===== config.mk =====
export PLATFORM = sky130hd
export DESIGN_NAME = counter_ctrl
export DESIGN_NICKNAME = d
export VERILOG_FILES = /design/src/rtl/counter_ctrl_pkg.sv /design/src/rtl/counter_ctrl_tick_prescaler.sv /design/src/rtl/counter_ctrl.sv
export SDC_FILE = /design/constraint.sdc
export NUM_CORES = 1
export LEC_CHECK = 0
export CAP_MARGIN = 20
export CORE_MARGIN = 2
export CORE_UTILIZATION = 45
export DETAILED_ROUTE_END_ITERATION = 10
export HOLD_SLACK_MARGIN = 0.03
export PLACE_DENSITY = 0.77
export SYNTH_ARGS = -nofsm -noshare
export SYNTH_HDL_FRONTEND = slang
export SYNTH_SLANG_ARGS = --single-unit

===== constraint.sdc =====
create_clock -name clk -period 1.8 [get_ports clk]
set_clock_uncertainty 0.1 [all_clocks]
set_input_delay 0.36 -clock clk [delete_from_list [all_inputs] [get_ports clk]]
set_output_delay 0.36 -clock clk [all_outputs]
set_load 0.05 [all_outputs]

===== src/rtl/counter_ctrl_pkg.sv =====
// Shared encodings and count-step helper
// for the button-driven counter sequencer.
package counter_ctrl_pkg;

  localparam logic [1:0] ST_STOP  = 2'd0;
  localparam logic [1:0] ST_RUN   = 2'd1;
  localparam logic [1:0] ST_PAUSE = 2'd2;

  typedef struct packed {
    logic [31:0] val;
    logic        wrap;
    logic        done;
  } step_t;

  // One count update: +/-1, wrapping or
  // saturating at 0 and max.
  function automatic step_t next_count(
    input logic [31:0] val,
    input logic [31:0] max,
    input logic        up,
    input logic        wrap_en
  );
    step_t r;
    r.val  = val;
    r.wrap = 1'b0;
    r.done = 1'b0;
    if (up) begin
      if (val == max) begin
        if (wrap_en) begin
          r.val  = '0;
          r.wrap = 1'b1;
        end else begin
          r.done = 1'b1;
        end
      end else begin
        r.val = val + 32'd1;
      end
    end else begin
      if (val == '0) begin
        if (wrap_en) begin
          r.val  = max;
          r.wrap = 1'b1;
        end else begin
          r.done = 1'b1;
        end
      end else begin
        r.val = val - 32'd1;
      end
    end
    return r;
  endfunction

endpackage


===== src/rtl/counter_ctrl_tick_prescaler.sv =====
// Free-run tick divider: counts while en,
// holds otherwise, clr restarts the period.
module tick_prescaler #(
  parameter int TICK_DIV = 1000
) (
  input  logic clk,
  input  logic rst,
  input  logic en,
  input  logic clr,
  output logic tick
);

  localparam int PW = $clog2(TICK_DIV);
  localparam logic [PW-1:0] LAST =
    PW'(TICK_DIV - 1);

  logic [PW-1:0] cnt;

  assign tick = en && (cnt == LAST);

  // Phase counter, wraps after LAST.
  always_ff @(posedge clk) begin
    if (rst || clr) begin
      cnt <= '0;
    end else if (en) begin
      cnt <= (cnt == LAST) ? '0 : cnt + 1'b1;
    end
  end

endmodule


===== src/rtl/counter_ctrl.sv =====
// Run/pause/step/clear sequencer owning the
// counter register and wrap/done pulses.
module counter_ctrl
  import counter_ctrl_pkg::*;
#(
  parameter int WIDTH    = 4,
  parameter int TICK_DIV = 1000,
  parameter bit WRAP_EN  = 1'b1
) (
  input  logic             clk,
  input  logic             rst,
  input  logic             btn_mode,
  input  logic             btn_step,
  input  logic             btn_clr,
  input  logic             up_dn,
  output logic [WIDTH-1:0] count,
  output logic [1:0]       state,
  output logic             wrap,
  output logic             done
);

  localparam logic [31:0] MAXV =
    32'((64'd1 << WIDTH) - 64'd1);

  logic [1:0] nxt_state;
  logic       tick;
  logic       upd;
  logic       is_run;
  logic       is_idle;
  step_t      res;

  assign is_run  = (state == ST_RUN);
  assign is_idle = (state == ST_STOP) ||
                   (state == ST_PAUSE);

  tick_prescaler #(
    .TICK_DIV(TICK_DIV)
  ) u_pre (
    .clk (clk),
    .rst (rst),
    .en  (is_run),
    .clr (btn_clr || !is_run && !is_idle
          || state == ST_STOP),
    .tick(tick)
  );

  // State register.
  always_ff @(posedge clk) begin
    if (rst) begin
      state <= ST_STOP;
    end else begin
      state <= nxt_state;
    end
  end

  // Next state: clear beats mode beats
  // a saturating overrun in RUN.
  always_comb begin
    nxt_state = state;
    if (btn_clr) begin
      nxt_state = ST_STOP;
    end else begin
      unique case (state)
        ST_STOP: begin
          if (btn_mode) nxt_state = ST_RUN;
        end
        ST_RUN: begin
          if (btn_mode)
            nxt_state = ST_PAUSE;
          else if (tick && res.done)
            nxt_state = ST_STOP;
        end
        ST_PAUSE: begin
          if (btn_mode) nxt_state = ST_RUN;
        end
        default: nxt_state = ST_STOP;
      endcase
    end
  end

  // Count update request; a tick or step
  // coinciding with mode/clear is dropped.
  always_comb begin
    upd = 1'b0;
    res = next_count(32'(count), MAXV,
                     up_dn, WRAP_EN);
    if (!btn_clr && !btn_mode) begin
      unique case (1'b1)
        is_run:  upd = tick;
        is_idle: upd = btn_step;
        default: upd = 1'b0;
      endcase
    end
  end

  // Count and one-cycle flag registers.
  always_ff @(posedge clk) begin
    if (rst || btn_clr) begin
      count <= '0;
      wrap  <= 1'b0;
      done  <= 1'b0;
    end else if (upd) begin
      count <= res.val[WIDTH-1:0];
      wrap  <= res.wrap;
      done  <= res.done;
    end else begin
      wrap  <= 1'b0;
      done  <= 1'b0;
    end
  end

endmodule


Yosys cells after proc, flatten, opt, wreduce, memory -nomap -nowiden --
Index checks and enable logic that the tools add are counted.
Cells by class: muxes and demuxes 12, add/sub/neg operators 3, bitwise operators 1, reductions and logical operators 19, equality and inequality tests 6
Operators by type and width (number):
- $add 10x1->10 const B | 1
- $eq 10x10->1 const B | 1
- $mux 10 | 1
- $mux 2 | 5
- $mux 4 | 2
- $mux 6 | 1
- $reduce_or 2->1 | 3
- $logic_or 1x1->1 | 5
- $add 4x1->4 const B | 1
- $eq 4x4->1 const B | 1
- $logic_and 1x1->1 | 4
- $logic_not 1->1 | 4
- $logic_not 4->1 | 1
- $pmux 2 s2 | 1
- $sub 4x1->4 const B | 1
- $ne 3x2->1 const B | 1
- $eq 2x1->1 const B | 1
- $eq 2x2->1 const B | 1
- $logic_not 2->1 | 1
- $ne 2x1->1 const B | 1
- $pmux 1 s2 | 1
- $reduce_and 2->1 | 1
- $mux 1 | 1
- $not 1->1 | 1
Word-level totals: input bits 6, output and inout port bits 8, logic and storage cells 46, flip-flop bits (word level) 18

Depth between registers and ports, before layout --
depth after elaboration 7, gate-level depth with buffers 6, depth with buffers taken out 6

Cells and area by module --
Synthesis repeated with hierarchy kept, for this count alone.
Second synthesis, totals: cell total of the unflattened synthesis 105, area total of the unflattened synthesis 945.9 um^2
Modules (own cells, without submodules):
- tick_prescaler | times used 1, area each 475.5 um^2, seq. area each 200.2 um^2, cells an instance 54
- counter_ctrl | times used 1, area each 470.5 um^2, seq. area each 140.1 um^2, cells an instance 51

Least setup slack after synthesis --
Ideal clock, no wire load.
path kind register to register, start reg count[0], end reg count[3], stages on the path, launching flop included 6, arrival time 1656 ps, setup time 86 ps, path buffers 0, slack -41 ps, data required time 1614 ps, clock period less this slack 1841 ps, path through dfxtp_1 > ha_1 > a21oi_1 > nor2b_1 > mux4_2 > a211oi_1
Between the ends: word-level cells in the longest chain between the ends 3, elaborated cells between the ends (all ways) 7, classes of those cells 2 x add/sub; 1 x eq/ne; 3 x mux; 1 x reduce/logical
RTL lines:
- from (decl) | RTL line counter_ctrl.sv:16 | output logic [WIDTH-1:0] count,
- from (signal assigned) | RTL line counter_ctrl.sv:103 | count <= res.val[WIDTH-1:0];
- $sub 4x1->4, or another cell as far along | RTL line counter_ctrl_pkg.sv:47 | r.val = val - 32'd1;
- $mux 4, on equally long branches | RTL line counter_ctrl_pkg.sv:39, counter_ctrl_pkg.sv:28
- $mux 6 * | RTL line counter_ctrl_pkg.sv:27 | if (up) begin
Every way passes the cells marked *; elsewhere a longest branch is shown, timed or not. A chain may end at the register's enable or synchronous reset.

Worst setup path in the final report --
start reg count[1], end reg count[3]
Same word-level chain as after synthesis.

==> out/summary.txt <==
CTS buffer count -> 3
DIE AREA -> 2491 µm²
Tmin final -> 1.753 ns
CTS root buf -> clkbuf_4
Vias in the first global route -> 737
Flop pwr share -> 0.556
Port Buffers -> 12
Top-level I/O count -> 14
Slew Limit Fails -> 0
Chip Width -> 49.91 µm
CTS tree -> built
R2R Path End -> count[3]
Post-synthesis sequential area ratio -> 0.3588
DRC errors left -> 0
Initial Utilization -> 0.4785
Number of synthesized register bits -> 17
Initial antenna violation count -> 0
Post-Syn Area -> 948.4 µm²
Post-Place Cell Area -> 1147 µm²
Final nets -> 136
Clock transition at the registers of the reported paths -> 0.09 ns
CP arrival -> 1.85 ns
Maxcap violations -> 0
RR Startpoint -> count[1]
DRT antenna net count -> 0
Final hold slack -> 0.3889 ns
YS warnings -> 0
Syn nets -> 116
CP Capture Type -> flop
Switch share -> 0.2649
Leakage -> 0.4279 nW
Routed WL per cell -> 12.15 µm
GRT overflow -> 0
Switch Pwr -> 0.0001830 W
Pre-antenna DRT Iters -> 4
Via count -> 794
CP endpoint -> count[3]
Syn Inst Count -> 106
Maximum clock insertion buffer count -> 2
Core Footprint -> 1982 µm²
Die Y -> 49.91 µm
Combinational power share -> 0.142
Leading cell types in the layout, fill and taps excluded -> nor2_1 (16), dfxtp_1 (15), buf_4 (10)
Post-DP HPWL -> 1436 µm
Status -> completed
RSZ-0062 raised after global routing -> false
CP startpoint -> count[1]
Cts-stage hold buffer count -> 0
Mean Syn Cell Area -> 8.947 µm²
Power density over cell area -> 587.2 nW/µm²
Worst-Skew Late Latency -> 0.30 ns
Tot GR Track Use -> 0.1649
Max Freq -> 0.5705 GHz
Crit path required time -> 1.89 ns
Clock sinks -> 17
Placer Congestion -> 0.8340
Synth unique cells -> 35
Cells on worst reg2reg path -> 5
Area Growth Syn to Fin -> 24.01%
First-pass GRT wire length -> 3105 µm
Fin crit share -> 0.9739
WS Path Type -> reg -> reg
Yosys top cell by area -> dfxtp_1
Largest fanout on the critical path -> 8
CP Launch Type -> flop
Commonest non-fill, non-tap cell in the layout -> nor2_1
Htree depth -> 1
Setup TNS Final -> 0 ns
Post-Route WL -> 1847 µm
Reg2reg setup slack -> 0.05 ns
Area fraction of the dominant cell type after synthesis -> 0.3588
Max rail drop VDD -> 0.3572 mV
Drt initial violations -> 11
P_int -> 0.0005077 W
Type of the worst min-delay path -> reg -> reg
Final non-filler cell area -> 1176 µm²
Setup Viol. Count Final -> 0
Clock Power Share -> 0.302
Top cells by area, synth -> dfxtp_1 (36%), xor2_1 (7.4%), nor2_1 (6.3%)
Row cnt -> 16
Final Hold Viols -> 0
Largest net degree at the start of global routing -> 11
Via/cell ratio -> 5.224
Diode count -> 0
Share of cells above drive strength 1 -> 0.2240
-- through the flow --
step,util,worst slack (ns),power (W),cells
6_report,0.5934,0.04702,0.0006907,152
5_1_grt,0.5934,0.008435,0.0007170,152
4_1_cts,0.5928,0.03644,0.0007011,152
3_5_place_dp,0.5789,-0.01880,0.0004901,148
3_3_place_gp,0.5789,0.03209,0.0004885,148
2_1_floorplan,-,0.001098,0.0004501,106
-- final cells by class --
cell class	count	area, µm²
fillers	176	805.8
repair buffers	18	185.2
well taps	27	33.78
clock buffers	3	22.52
clock inverters	1	5.005
multi-input cells	83	575.6
flip-flops and latches	17	342.8
inverters	3	11.26
-- sequential cells by signal (all words and copies together) (netlist names) --
| signal | flops |
|---|---|
| state | 2 |
| u_pre.cnt | 10 |
| wrap | 1 |
| count | 4 |
-- power by group through the flow --
| stage | Clock, W | Combinational, W | Sequential [W] |
|---|---|---|---|
| 4_1_cts | 0.000219 | 0.0000977 | 0.000384 |
| 2_1_floorplan | 0 | 0.0000457 | 0.000404 |
| 5_1_grt | 0.000227 | 0.000105 | 0.000385 |
| 3_3_place_gp | 0 | 0.0000959 | 0.000393 |
| 6_report | 0.000209 | 0.0000979 | 0.000384 |
| 3_5_place_dp | 0 | 0.0000973 | 0.000393 |
-- critical path, stage by stage (launching register included) --
cell and delay [ns]:
dfxtp_2 0.37, ha_1 0.22, a21oi_1 0.13, nor2b_1 0.06
mux4_2 0.46, a211oi_1 0.31
-- how the worst min path moves through the flow --
stage               cells past startpoint            to         start  slack (ns)
global route                            2  u_pre.cnt[1]  u_pre.cnt[1]        0.43
CTS                                     2  u_pre.cnt[1]  u_pre.cnt[1]        0.39
global placement                        2  u_pre.cnt[1]  u_pre.cnt[1]        0.36
detailed placement                      2  u_pre.cnt[1]  u_pre.cnt[1]        0.37
floorplan                               1          wrap           rst        0.34
finish                                  2  u_pre.cnt[1]  u_pre.cnt[1]        0.39
-- metal layers --
layer	track usage	up-vias	part of all wire
met5	0	-	0
met4	0.07870	0	0.015
met3	0.04545	5	0.028
met2	0.2667	10	0.46
met1	0.2008	369	0.50
li1	-	410	-
-- kinds of logic (layout without fill, tap and decap cells) --
kind of cell    after synthesis  in the layout  share of synthesized area
fa+ha+maj                     4              4                    0.05277
simple gates                 49             49                     0.2771
mux                           2              2                    0.03430
compound gates               17             17                     0.1451
buf+inv                       6             25                    0.03562
flops                        17             17                     0.3588
xor+xnor                     10             10                    0.09235
other cells                   1              1                   0.003954
-- what timing repair did --
item | 4_1_cts | 5_1_grt
setup buffers | 0 | 0
endpoints found under the setup margin | 0 | 1
gates resized for setup | 0 | 1
-- cell usage after synthesis (all sizes together) --
cell / n
a211oi: 2
or4b: 1
o21ai: 2
xnor2: 2
conb: 1
nor2b: 1
and4b: 2
mux2i: 1
and4: 1
nor2: 16
or2: 2
mux4: 1
dfxtp: 17
ha: 4
inv: 3
a2111oi: 1
a31oi: 1
o21bai: 1
a32oi: 1
a32o: 1
nor3b: 1
and2b: 1
buf: 2
nand4: 5
xor2: 8
nand2: 8
a21oi: 8
and2: 2
nand2b: 2
nor3: 2
nand3: 5
clkbuf: 1
No activity file was read; power rests on OpenSTA's default activity.
